`config.mk`:
```
export PLATFORM = sky130hd
export DESIGN_NAME = memory_arbiter_flat
export DESIGN_NICKNAME = d
export VERILOG_FILES = /design/src/rtl/core_bus_pkg.sv /design/src/rtl/memory_arbiter_if.sv /design/src/rtl/bus_watchdog.sv /design/src/rtl/memory_arbiter.sv /design/src/flat_wrapper.sv
export SDC_FILE = /design/constraint.sdc
export NUM_CORES = 1
export LEC_CHECK = 0
export ABC_AREA = 1
export BUFFER_PORTS_ARGS = -buffer_cell sky130_fd_sc_hd__buf_4
export CAP_MARGIN = 15
export CORE_AREA = 2 2 108 110
export CTS_CLUSTER_DIAMETER = 80
export CTS_CLUSTER_SIZE = 8
export DETAILED_ROUTE_END_ITERATION = 16
export DIE_AREA = 0 0 110 112
export GPL_ROUTABILITY_DRIVEN = 0
export PLACE_DENSITY = 0.79
export SYNTH_ARGS = -nofsm -noshare
export SYNTH_HDL_FRONTEND = slang
export SYNTH_SLANG_ARGS = --single-unit
```
`constraint.sdc`:
```
create_clock -name clk -period 1.95 [get_ports clk]
set_clock_uncertainty 0.2 [all_clocks]
set_input_delay 0.39 -clock clk [delete_from_list [all_inputs] [get_ports clk]]
set_output_delay 0.39 -clock clk [all_outputs]
set_load 0.1 [all_outputs]
```
`src/rtl/core_bus_pkg.sv`:
```
// Shared definitions for the core-side buses: arbiter state encoding, owner IDs
// and default widths, also used by the peripheral bus.
package core_bus_pkg;

  localparam int DEFAULT_ADDR_WIDTH = 32;
  localparam int DEFAULT_DATA_WIDTH = 32;

  typedef enum logic [1:0] {
    IDLE     = 2'd0,
    GRANT_IF = 2'd1,
    GRANT_D  = 2'd2
  } arb_state_e;

  localparam logic OWNER_IF = 1'b0;
  localparam logic OWNER_D  = 1'b1;

  // A disabled watchdog (limit 0) still needs a legal one-bit counter.
  function automatic int wdogWidth(input int limit);
    return (limit < 1) ? 1 : $clog2(limit + 1);
  endfunction

endpackage

```
`src/rtl/memory_arbiter_if.sv`:
```
// Bus bundle around the memory arbiter: fetch port, data port and memory port.
// slave is the arbiter's view; master is the core/memory side.
interface memory_arbiter_if #(
  parameter int ADDR_WIDTH = core_bus_pkg::DEFAULT_ADDR_WIDTH,
  parameter int DATA_WIDTH = core_bus_pkg::DEFAULT_DATA_WIDTH
);
  localparam int STRB_WIDTH = DATA_WIDTH / 8;

  logic                  if_req;
  logic [ADDR_WIDTH-1:0] if_addr;
  logic [DATA_WIDTH-1:0] if_rdata;
  logic                  if_ack;
  logic                  if_err;

  logic                  d_req;
  logic                  d_we;
  logic [ADDR_WIDTH-1:0] d_addr;
  logic [DATA_WIDTH-1:0] d_wdata;
  logic [STRB_WIDTH-1:0] d_wstrb;
  logic [DATA_WIDTH-1:0] d_rdata;
  logic                  d_ack;
  logic                  d_err;

  logic                  mem_req;
  logic                  mem_we;
  logic [ADDR_WIDTH-1:0] mem_addr;
  logic [DATA_WIDTH-1:0] mem_wdata;
  logic [STRB_WIDTH-1:0] mem_wstrb;
  logic [DATA_WIDTH-1:0] mem_rdata;
  logic                  mem_ack;

  logic                  grant_d;
  logic                  busy;

  modport slave (
    input  if_req, if_addr,
    input  d_req, d_we, d_addr, d_wdata, d_wstrb,
    input  mem_rdata, mem_ack,
    output if_rdata, if_ack, if_err,
    output d_rdata, d_ack, d_err,
    output mem_req, mem_we, mem_addr, mem_wdata, mem_wstrb,
    output grant_d, busy
  );

  modport master (
    output if_req, if_addr,
    output d_req, d_we, d_addr, d_wdata, d_wstrb,
    output mem_rdata, mem_ack,
    input  if_rdata, if_ack, if_err,
    input  d_rdata, d_ack, d_err,
    input  mem_req, mem_we, mem_addr, mem_wdata, mem_wstrb,
    input  grant_d, busy
  );

endinterface

```
`src/rtl/bus_watchdog.sv`:
```
// Cycle counter that flags an access which has waited TIMEOUT_CYCLES without
// completing. A limit of 0 disables it.
module bus_watchdog
  import core_bus_pkg::*;
#(
  parameter int TIMEOUT_CYCLES = 255
) (
  input  logic clk,
  input  logic reset,
  input  logic clear,
  input  logic run,
  output logic expired
);

  localparam int   CW      = wdogWidth(TIMEOUT_CYCLES);
  localparam logic ENABLED = (TIMEOUT_CYCLES != 0);

  logic [CW-1:0] count_q;
  logic [CW-1:0] count_d;

  assign expired = ENABLED && (count_q == CW'(TIMEOUT_CYCLES));

  // Saturates at the limit, so the counter can never wrap back to zero.
  always_comb begin
    count_d = count_q;
    if (clear) begin
      count_d = '0;
    end else if (run && ENABLED && !expired) begin
      count_d = count_q + CW'(1);
    end
  end

  always_ff @(posedge clk or negedge reset) begin
    if (!reset) begin
      count_q <= '0;
    end else begin
      count_q <= count_d;
    end
  end

endmodule

```
`src/rtl/memory_arbiter.sv`:
```
// Shares one memory port between instruction fetch and data access, one
// transaction at a time, with round-robin or fixed priority and a timeout.
module memory_arbiter
  import core_bus_pkg::*;
#(
  parameter int ADDR_WIDTH     = DEFAULT_ADDR_WIDTH,
  parameter int DATA_WIDTH     = DEFAULT_DATA_WIDTH,
  parameter int FIXED_PRIORITY = 0,
  parameter int TIMEOUT_CYCLES = 255
) (
  input  logic             clk,
  input  logic             reset,
  memory_arbiter_if.slave  bus
);

  localparam int STRB_WIDTH = DATA_WIDTH / 8;

  arb_state_e            state_q;
  logic                  lastGrant_q;
  logic                  grantD_q;
  logic                  memReq_q;
  logic                  memWe_q;
  logic [ADDR_WIDTH-1:0] memAddr_q;
  logic [DATA_WIDTH-1:0] memWdata_q;
  logic [STRB_WIDTH-1:0] memWstrb_q;

  logic pickD;
  logic ifOwner;
  logic dOwner;
  logic wdogExpired;
  logic finish;

  assign pickD = bus.d_req && (!bus.if_req || (FIXED_PRIORITY != 0) || (lastGrant_q == OWNER_IF));

  assign ifOwner = (state_q == GRANT_IF);
  assign dOwner  = (state_q == GRANT_D);
  assign finish  = bus.mem_ack || wdogExpired;

  bus_watchdog #(
    .TIMEOUT_CYCLES(TIMEOUT_CYCLES)
  ) u_watchdog (
    .clk     (clk),
    .reset   (reset),
    .clear   (state_q == IDLE),
    .run     ((state_q != IDLE) && !bus.mem_ack),
    .expired (wdogExpired)
  );

  // A real mem_ack beats a simultaneous expiry, so err only flags a true timeout.
  assign bus.if_ack   = ifOwner && finish;
  assign bus.if_err   = ifOwner && wdogExpired && !bus.mem_ack;
  assign bus.if_rdata = (ifOwner && bus.mem_ack) ? bus.mem_rdata : '0;
  assign bus.d_ack    = dOwner && finish;
  assign bus.d_err    = dOwner && wdogExpired && !bus.mem_ack;
  assign bus.d_rdata  = (dOwner && bus.mem_ack) ? bus.mem_rdata : '0;

  assign bus.mem_req   = memReq_q;
  assign bus.mem_we    = memWe_q;
  assign bus.mem_addr  = memAddr_q;
  assign bus.mem_wdata = memWdata_q;
  assign bus.mem_wstrb = memWstrb_q;
  assign bus.grant_d   = grantD_q;
  assign bus.busy      = (state_q != IDLE);

  // Command is captured at grant time and held untouched until completion.
  always_ff @(posedge clk or negedge reset) begin
    if (!reset) begin
      state_q     <= IDLE;
      lastGrant_q <= OWNER_D;
      grantD_q    <= OWNER_IF;
      memReq_q    <= 1'b0;
      memWe_q     <= 1'b0;
      memAddr_q   <= '0;
      memWdata_q  <= '0;
      memWstrb_q  <= '0;
    end else begin
      case (state_q)
        IDLE: begin
          if (bus.if_req || bus.d_req) begin
            memReq_q    <= 1'b1;
            lastGrant_q <= pickD;
            grantD_q    <= pickD;
            if (pickD) begin
              state_q    <= GRANT_D;
              memWe_q    <= bus.d_we;
              memAddr_q  <= bus.d_addr;
              memWdata_q <= bus.d_wdata;
              memWstrb_q <= bus.d_wstrb;
            end else begin
              state_q    <= GRANT_IF;
              memWe_q    <= 1'b0;
              memAddr_q  <= bus.if_addr;
              memWdata_q <= '0;
              memWstrb_q <= '0;
            end
          end
        end
        GRANT_IF, GRANT_D: begin
          if (finish) begin
            state_q  <= IDLE;
            memReq_q <= 1'b0;
          end
        end
        default: begin
          state_q  <= IDLE;
          memReq_q <= 1'b0;
        end
      endcase
    end
  end

endmodule

```
`src/flat_wrapper.sv`:
```
// flat-port wrapper written by rule: the top's interface ports become plain ports
module memory_arbiter_flat import core_bus_pkg::*;
#(
  parameter int ADDR_WIDTH     = DEFAULT_ADDR_WIDTH,
  parameter int DATA_WIDTH     = DEFAULT_DATA_WIDTH,
  parameter int FIXED_PRIORITY = 0,
  parameter int TIMEOUT_CYCLES = 255
)
  (clk, reset, bus_if_req, bus_if_addr, bus_d_req, bus_d_we, bus_d_addr, bus_d_wdata, bus_d_wstrb, bus_mem_rdata, bus_mem_ack, bus_if_rdata, bus_if_ack, bus_if_err, bus_d_rdata, bus_d_ack, bus_d_err, bus_mem_req, bus_mem_we, bus_mem_addr, bus_mem_wdata, bus_mem_wstrb, bus_grant_d, bus_busy);
  memory_arbiter_if #(.ADDR_WIDTH(ADDR_WIDTH), .DATA_WIDTH(DATA_WIDTH)) bus_i ();
  input  logic clk;
  input  logic reset;
  input wire logic [$bits(bus_i.if_req)-1:0] bus_if_req;
  input wire logic [$bits(bus_i.if_addr)-1:0] bus_if_addr;
  input wire logic [$bits(bus_i.d_req)-1:0] bus_d_req;
  input wire logic [$bits(bus_i.d_we)-1:0] bus_d_we;
  input wire logic [$bits(bus_i.d_addr)-1:0] bus_d_addr;
  input wire logic [$bits(bus_i.d_wdata)-1:0] bus_d_wdata;
  input wire logic [$bits(bus_i.d_wstrb)-1:0] bus_d_wstrb;
  input wire logic [$bits(bus_i.mem_rdata)-1:0] bus_mem_rdata;
  input wire logic [$bits(bus_i.mem_ack)-1:0] bus_mem_ack;
  output wire logic [$bits(bus_i.if_rdata)-1:0] bus_if_rdata;
  output wire logic [$bits(bus_i.if_ack)-1:0] bus_if_ack;
  output wire logic [$bits(bus_i.if_err)-1:0] bus_if_err;
  output wire logic [$bits(bus_i.d_rdata)-1:0] bus_d_rdata;
  output wire logic [$bits(bus_i.d_ack)-1:0] bus_d_ack;
  output wire logic [$bits(bus_i.d_err)-1:0] bus_d_err;
  output wire logic [$bits(bus_i.mem_req)-1:0] bus_mem_req;
  output wire logic [$bits(bus_i.mem_we)-1:0] bus_mem_we;
  output wire logic [$bits(bus_i.mem_addr)-1:0] bus_mem_addr;
  output wire logic [$bits(bus_i.mem_wdata)-1:0] bus_mem_wdata;
  output wire logic [$bits(bus_i.mem_wstrb)-1:0] bus_mem_wstrb;
  output wire logic [$bits(bus_i.grant_d)-1:0] bus_grant_d;
  output wire logic [$bits(bus_i.busy)-1:0] bus_busy;
  assign bus_i.if_req = bus_if_req;
  assign bus_i.if_addr = bus_if_addr;
  assign bus_i.d_req = bus_d_req;
  assign bus_i.d_we = bus_d_we;
  assign bus_i.d_addr = bus_d_addr;
  assign bus_i.d_wdata = bus_d_wdata;
  assign bus_i.d_wstrb = bus_d_wstrb;
  assign bus_i.mem_rdata = bus_mem_rdata;
  assign bus_i.mem_ack = bus_mem_ack;
  assign bus_if_rdata = bus_i.if_rdata;
  assign bus_if_ack = bus_i.if_ack;
  assign bus_if_err = bus_i.if_err;
  assign bus_d_rdata = bus_i.d_rdata;
  assign bus_d_ack = bus_i.d_ack;
  assign bus_d_err = bus_i.d_err;
  assign bus_mem_req = bus_i.mem_req;
  assign bus_mem_we = bus_i.mem_we;
  assign bus_mem_addr = bus_i.mem_addr;
  assign bus_mem_wdata = bus_i.mem_wdata;
  assign bus_mem_wstrb = bus_i.mem_wstrb;
  assign bus_grant_d = bus_i.grant_d;
  assign bus_busy = bus_i.busy;
  memory_arbiter #(.ADDR_WIDTH(ADDR_WIDTH), .DATA_WIDTH(DATA_WIDTH), .FIXED_PRIORITY(FIXED_PRIORITY), .TIMEOUT_CYCLES(TIMEOUT_CYCLES)) u_core (.clk(clk), .reset(reset), .bus(bus_i));
endmodule
```
Word level (Yosys, flattened, before mapping)
Cells that the tools add are included.
{"block": "word_totals", "output_inout_bits": 140, "ff_bits": 82, "word_cells": 54, "input_bits": 138}
{"block": "classes", "mux": 15, "addsub": 1, "bitwise_logic": 1, "reduce_logical": 23, "n_eq_ne": 5}
{"op": "32-bit two-way mux", "n": 4}
{"op": "8-bit two-way mux", "n": 2}
{"op": "1-bit logical AND", "n": 11}
{"op": "8-bit by 1-bit adder with 8-bit output, second input constant", "n": 1}
{"op": "8-bit == test, second input constant", "n": 1}
{"op": "2-bit two-way mux", "n": 3}
{"op": "4-bit two-way mux", "n": 1}
{"op": "2-bit by 1-bit != test with 1-bit output, second input constant", "n": 2}
{"op": "2-bit case mux with 2 select lines", "n": 1}
{"op": "2-bit AND reduction", "n": 2}
{"op": "2-bit nonzero test", "n": 2}
{"op": "1-bit zero test", "n": 3}
{"op": "1-bit logical OR", "n": 3}
{"op": "1-bit two-way mux", "n": 3}
{"op": "2-bit by 1-bit == test with 1-bit output, second input constant", "n": 1}
{"op": "2-bit == test, second input constant", "n": 1}
{"op": "2-bit zero test", "n": 1}
{"op": "1-bit case mux with 2 select lines", "n": 1}
{"op": "2-bit OR reduction", "n": 1}
{"op": "1-bit inverter", "n": 1}

Logic depth before layout (Yosys ltp)
Gate-level depths: netlist (run 1).
{"block": "logic_depth", "word_depth": 6, "ltp_mapped": 9, "ltp_nobuf": 9}

Hierarchy
Synthesis (run 1) repeated with hierarchy kept, for this count alone.
{"block": "unflattened", "cells_unflattened": 614, "hier_area_um2": 4388.0}
{"module": "memory_arbiter", "area_each_um2": 3880.0, "cells_per_inst": 544, "seq_area_each_um2": 1853.0, "n_inst": 1}
{"module": "bus_watchdog", "area_each_um2": 508.0, "cells_per_inst": 70, "seq_area_each_um2": 200.2, "n_inst": 1}

Worst setup path before layout (run 1)
Ideal clock, no wire load.
{"block": "synth_timing", "path_kind": "register to output", "startpoint": "register u_core.u_watchdog.count_q[1]", "endpoint": "output bus_d_err", "path_buffers": 0, "stages_incl_launch_ff": 6, "path_slack_ns": -1.522, "required_time_ns": 1.360, "arrival_ns": 2.882, "cell_sequence": "dfrtp_1 -> ha_1 -> nand2_1 -> nor2_2 -> nand2_2 -> nor3_1"}
{"block": "synth_via", "elab_chain_cells": 3}
{"element": "start, declared", "line_no": "bus_watchdog.sv:18", "text": "logic [CW-1:0] count_q;"}
{"element": "start signal, assigned", "line_no": "bus_watchdog.sv:37", "text": "count_q <= count_d;"}
{"element": "8-bit == test", "line_no": "bus_watchdog.sv:21", "text": "assign expired = ENABLED && (count_q == CW'(TIMEOUT_CYCLES));"}
{"element": "1-bit logical AND (2 in a row)", "line_no": "memory_arbiter.sv:54", "text": "assign bus.d_err = dOwner && wdogExpired && !bus.mem_ack;"}
{"element": "end, declared", "line_no": "flat_wrapper.sv:27", "text": "output wire logic [$bits(bus_i.d_err)-1:0] bus_d_err;"}
Every way passes these cells.

Worst setup path in the final report (run 1)
{"block": "layout_timing", "startpoint": "register u_core.u_watchdog.count_q[0]", "endpoint": "output bus_d_err"}
The elaborated chain is that of the path after synthesis.

==> results of run 1 <==
## Yosys cell counts (4+ instances only)
master,number
a31oi_1,33
buf_2,10
buf_6,5
clkbuf_1,11
dfrtp_1,81
ha_1,4
inv_1,85
nand2_1,134
nand3_1,10
nor2_1,107
o21ai_0,41
## through the flow
step | hold WS, ns | TNS (ns) | area [µm²] | setup WS (ns) | util [%]
3_3_place_gp | 0.258 | 0 | 6960 | 0.00347 | 62.3
3_5_place_dp | 0.258 | -0.0752 | 6960 | -0.0285 | 62.3
5_1_grt | 0.0650 | -27.55 | 8640 | -0.342 | 77.4
6_report | 0.0591 | -18.02 | 8640 | -0.272 | 77.4
2_1_floorplan | -0.106 | -4.68 | 4710 | -0.272 | -
4_1_cts | 0.0576 | -13.53 | 8320 | -0.233 | 74.5
## worst reg2reg max path, cell delays in order (launching register included)
cell and delay [ns]:
dfrtp_1 0.40, inv_2 0.09, ha_2 0.21, inv_4 0.06, buf_6 0.12, buf_4 0.14
a21oi_4 0.23, buf_12 0.17, buf_12 0.14, nor2_1 0.05, a31oi_1 0.16
## kinds of logic (layout without fill, tap and decap cells)
logic type | after synthesis | after routing
AO/OA/AOI/OAI | 78 | 78
flip-flops | 82 | 82
AND/OR/NAND/NOR | 258 | 259
adder cells (fa/ha/maj) | 4 | 4
XOR/XNOR | 1 | 1
buffers and inverters | 115 | 424
## layout make-up
type | count | area [µm²] | share of cell area [%]
clock buffer | 10 | 229 | 2.65
timing repair buffer | 322 | 3670 | 42.4
clock inverter | 5 | 56.3 | 0.651
tap | 143 | 179 | 2.07
inverter | 87 | 329 | 3.81
sequential | 82 | 2050 | 23.8
multi-input combinational | 342 | 2130 | 24.6
## cell usage in the layout (no fill, tap or decap), types with 2 or more instances in the layout
| cell | instances |
|---|---|
| o21ai_0 | 41 |
| clkbuf_16 | 17 |
| buf_8 | 2 |
| buf_16 | 3 |
| buf_12 | 81 |
| nand3_1 | 9 |
| dfrtp_1 | 81 |
| inv_1 | 82 |
| buf_4 | 222 |
| nand2_8 | 2 |
| nand2_1 | 130 |
| buf_6 | 5 |
| nor2_4 | 69 |
| nand2_2 | 3 |
| nor2_1 | 40 |
| ha_4 | 2 |
| ha_2 | 2 |
| a31oi_1 | 33 |
| inv_2 | 4 |
| nor3_4 | 2 |
| clkinv_2 | 2 |
| a21oi_4 | 2 |
## worst paths after layout
path	endpoint	cells past startpoint	start
worst max-delay path	bus_d_err	6	u_core.u_watchdog.count_q[0]
worst min-delay path	u_core.bus.mem_wdata[24]	3	bus_d_wdata[24]
worst max register to register	u_core.bus.mem_addr[21]	10	u_core.state_q[0]
worst min register to register	u_core.bus.mem_req	2	u_core.bus.mem_req
max in group asynchronous	u_core.lastGrant_q	3	reset
min in group asynchronous	u_core.bus.mem_wdata[10]	3	reset
## layer usage
metal	GRT usage, %	part of all wire [%]	vias to the layer above
met3	5.91	8.2	41
met4	13.2	3.6	0
met5	0	0	-
met2	46.1	52	221
li1	-	-	2269
met1	28.6	36	2279
## registers in the layout, indices dropped and copies added (netlist names)
register	flops
u_core.bus.mem_addr	32
u_core.bus.mem_wdata	32
u_core.u_watchdog.count_q	8
u_core.bus.mem_wstrb	4
u_core.state_q	2
u_core.bus.grant_d	1
u_core.bus.mem_req	1
u_core.bus.mem_we	1
u_core.lastGrant_q	1
## repair_timing
item	in CTS	in global routing
gates cloned	4	11
buffers inserted	7	3
resized for setup	224	14
setup endpoints to repair	72	143
endpoints found under the hold margin	81	0
hold buffers	1	0
pin swaps	8	8
==> impl_results.md, run 1 <==
- CTS buffer count: 9
- Worst-path clk slew: 0.06 ns
- Critical path's top delay family: simple AND/OR/NAND/NOR gates
- Max Root-Sink Buffers: 2
- Status: complete, but fails checks
- Clock root buffer: clkbuf_16
- First-pass GRT wire length: 24600 µm
- Fin cells: 991
- Core area: 11200 µm²
- CP required: 1.36 ns
- Die area: 12300 µm²
- CTS tree: built
- Layout cells sized above 1: 50.2%
- Post-synthesis cell count: 538
- DRT iter0 DRCs: 286
- FF+latch count, synth: 82
- Die Y: 112 µm
- Synth Area in XOR/XNOR: 0.216%
- Largest family of logic cells by synthesized area: simple AND/OR/NAND/NOR gates
- Antenna fix cells: 0
- WL/cell: 17.9 µm
- R2R setup slack: -0.10 ns
- Cell variety after synth: 23
- Avg Inst Size Synth: 7.52 µm²
- Max cap viols: 0
- Final worst path period share: 114%
- Violated checks: negative setup slack
- Clk sink count: 82
- Max-slew violations: 0
- Initial antenna violation count: 0
- Initial core utilization: 36.2%
- Sequential fraction of the synthesis area: 50.7%
- RSZ-0062 raised after global routing: true
- Worst path max stage delay: 0.35 ns
- Post-synth EDFFs: 0
- Port bufs: 277
- CTS H-tree depth: 3
- Setup crit start kind: flop
- DRC Markers: 0
- Final Worst Setup Slack: -0.272 ns
- Top_reg_cell synth: dfrtp_1
- Die Width: 110 µm
- Synth top area share: 50.1%
- Slowest CP cell: dfrtp_1
- Skew-Pair Late Insertion Delay: 0.33 ns
- Slew HR: 63.5%
- Crit end category: primary output
- Synthesized area: 4050 µm²
- Top Ports: 278
- Yosys warns: 0
- CP bufs+invs: 1
- Synth Area in Compound Gates: 11.0%
- Detailed-route via count: 4810
- Critical Path Fanout Max: 3
- Area Overhead vs Synth: 114%
- Synth async-reset ratio: 100%
- FP Rows: 39
- Drt pass-1 iters: 6
- Inst Count DP: 951
- Largest net degree at the start of global routing: 83
- Critical Path AT: 1.63 ns
- Worst min path class: in -> reg
- F_max: 450 MHz
- Post-synthesis adder-cell area fraction: 1.24%
- GRT Total Usage: 26.1%
- Synth area leader: dfrtp_1
- Mux contribution to synthesized area: 0%
- Final hold violation count: 0
- Via density: 4.85
- Total Wirelength: 17700 µm
- Fin nets: 986
- Critical path type: reg -> out
- Worst slew pin tran: 0.546 ns
- # setup viols final: 121
- Min cycle time layout: 2.22 ns
- Synth area leaders: dfrtp_1 50%, nand2_1 12%, nor2_1 9.9%
- Number of global-route vias before repair: 4766
- Remaining Overflow, GRT: 0
- Post-Synth Simple-Gate Area: 24.7%
- Crit-path cells: ha_2 -> nand2_2 -> nor2_4 -> nand2_4 -> nor3_4 -> buf_12
- Syn_nets: 680
- Fillcell total: 672
- Final ANT Viol Nets: 0
- HPWL Detailed: 10100 µm
Power of run 1 is not shown: default switching activity piles up to over one toggle a cycle in this logic, so the estimate is an artifact.
==> run 2, diff against run 1 <==
PLACE_DENSITY = 0.82   (was 0.79)
SYNTH_HIERARCHICAL = 1   (was not set)
==> impl_results.md, run 2 <==
- Status: complete, but fails checks
- Violated checks: negative setup slack
- Synth area leader: dfrtp_1
- Setup slack at placement: -0.0135 ns (+0.0150 ns)
- Final ANT Viol Nets: 0 (unchanged)
- CTS H-tree depth: 3 (unchanged)
- Most frequent cells in the layout: 239 x nand2_1, 234 x buf_4, 81 x dfrtp_1, 76 x buf_12, 76 x inv_1
- Syn_nets: 757 (+11%)
- HPWL Detailed: 10800 µm (+6.4%)
- Critical path type: reg -> out
- Synth top area share: 46.2% (-3.9 points)
- Pwr/cell area: 1950 nW/µm²
- Critical Path Fanout Max: 3 (unchanged)
- Detailed-route via count: 5262 (+9.4%)
- Min cycle time layout: 2.29 ns (+0.0727 ns)
- Port bufs: 277 (unchanged)
- Skew-Pair Late Insertion Delay: 0.34 ns (about the same)
- Area Overhead vs Synth: 100%
- Core area: 11200 µm² (unchanged)
- Worst min path class: in -> reg
- Post-route cell area: 8790 µm² (+1.7%)
- FP Rows: 39 (unchanged)
- # setup viols final: 74 (-39%)
- Max-slew violations: 0 (unchanged)
- Via density: 4.95 (+2.1%)
- DRC Markers: 0 (unchanged)
- Peak supply drop: 0.00184 V
- Most common cell after layout, fill and taps aside: nand2_1
- CTS tree: built
- Initial core utilization: 39.3% (+3.0 points)
- Max Root-Sink Buffers: 2 (unchanged)
- P_leak: 4.57 nW
- Drt pass-1 iters: 4 (-2)
- Initial antenna violation count: 0 (unchanged)
- GRT Total Usage: 25.9% (-0.15 points)
- Synth area leaders: dfrtp_1 46%, nand2_1 21%, inv_1 7.0%
- Worst-path clk slew: 0.07 ns (about the same)
- Synthesized area: 4390 µm² (+8.4%)
- Critical Path AT: 1.70 ns (+0.07 ns)
- Largest net degree at the start of global routing: 54 (-35%)
- FF+latch count, synth: 82 (unchanged)
- Slew HR: 76.9% (+13 points)
- Final hold violation count: 0 (unchanged)
- Sequential fraction of the synthesis area: 46.8% (-3.9 points)
- Cell variety after synth: 24 (+4.3%)
- CP required: 1.36 ns (about the same)
- First-pass GRT wire length: 24700 µm (+0.39%)
- DRT iter0 DRCs: 307 (+7.3%)
- Crit end category: primary output
- Layout cells sized above 1: 46.8% (-3.4 points)
- Clk sink count: 82 (unchanged)
- Avg Inst Size Synth: 7.15 µm² (-5.0%)
- Die Y: 112 µm (unchanged)
- Die Width: 110 µm (unchanged)
- DP Area: 7330 µm² (+5.3%)
- Top_reg_cell synth: dfrtp_1
- Synth async-reset ratio: 100% (unchanged)
- Fin nets: 1057 (+7.2%)
- Final Worst Setup Slack: -0.344 ns (-0.0727 ns)
- Cell with the most instances after synthesis: nand2_1
- Clock root buffer: clkbuf_16
- Setup crit start kind: flop
- Die area: 12300 µm² (unchanged)
- Post-synth EDFFs: 0 (unchanged)
- RSZ-0062 raised after global routing: true
- Final worst path period share: 118% (+3.7 points)
- Top Ports: 278 (unchanged)
- Yosys warns: 6 (+6)
- Antenna fix cells: 0 (unchanged)
- Post-synthesis cell count: 614 (+14%)
- Max cap viols: 0 (unchanged)
- Worst slew pin tran: 0.347 ns (-0.199 ns)
- CTS buffer count: 9 (unchanged)
- Remaining Overflow, GRT: 0 (unchanged)
- Total Wirelength: 18300 µm (+3.3%)
- F_max: 436 MHz (-3.2%)
- Number of global-route vias before repair: 5040 (+5.7%)
- Post-synth top cells: 241 x nand2_1, 82 x inv_1, 81 x dfrtp_1
- WL/cell: 17.2 µm (-3.7%)
==> run 2: what timing repair did <==
action	4_1_cts	5_1_grt
cloned	3	2
gates resized for setup	126	98
pin swaps	5	12
buffers inserted	8	4
setup endpoints to repair	69	114
endpoints found under the hold margin	20	0
hold buffers	1	0
==> run 2: per-stage QoR <==
step                utilization, %  setup TNS [ns]  power, W  hold slack, ns  std cells
floorplan                        -           -4.00    0.0117          -0.106        614
global placement              65.6               0    0.0141           0.108       1030
detailed placement            65.6         -0.0246    0.0142           0.111       1030
CTS                           74.2          -16.83    0.0165          0.0263       1057
global route                  78.6          -20.49    0.0178          0.0316       1062
finish                        78.6          -17.43    0.0171          0.0391       1062
==> run 2: cell type report <==
cell class,count,area [µm²]
multi-input cells,418,2450
clock inverters,7,92.6
fillers,713,2390
well taps,143,179
clock buffers,9,225
inverters,84,328
repair buffers,319,3450
flip-flops and latches,82,2050
==> run 2: report_power, final <==
group	internal, W	switching, W	total [W]	leakage, nW
logic	0.00308	0.00934	0.0124	3.38
clock network	0.00103	0.000741	0.00177	0.156
registers	0.00246	0.000442	0.00290	1.04
total	0.00657	0.0105	0.0171	4.57
==> run 2: cell families after synthesis <==
logic type / share of synthesized area [%]
flip-flops: 46.8
buffers and inverters: 10.8
XOR/XNOR: 0.200
AO/OA/AOI/OAI: 0.912
adder cells (fa/ha/maj): 1.43
AND/OR/NAND/NOR: 39.8
==> run 2: per-layer routing <==
metal,track usage (%),share of wire (%),vias to the layer above
li1,-,-,2447
met1,29.0,37,2437
met2,44.7,49,313
met3,7.79,10,65
met4,11.5,4.1,0
met5,0,0,-
==> run 2: final timing paths <==
kind                       cells after the start                      endpoint                         start  slack (ns)
setup / recovery                               8                    bus_if_ack  u_core/u_watchdog/count_q[1]       -0.34
hold / removal                                 3      u_core/bus.mem_wdata[12]               bus_d_wdata[12]        0.04
setup reg to reg                               8  u_core/u_watchdog/count_q[6]             u_core/state_q[1]       -0.07
hold reg to reg                                2            u_core/lastGrant_q            u_core/lastGrant_q        0.28
max in group asynchronous                      3            u_core/lastGrant_q                         reset        0.62
min in group asynchronous                      2       u_core/bus.mem_addr[21]                         reset        0.28
==> run 2: critical path: stages (launching register included) <==
cell     delay, ns
dfrtp_1       0.38
ha_2          0.19
nand2_2       0.10
nor2_4        0.05
nand2_4       0.08
inv_4         0.05
nor2_2        0.26
nor2_4        0.08
buf_12        0.17
Power figures use the tool's default switching activity.
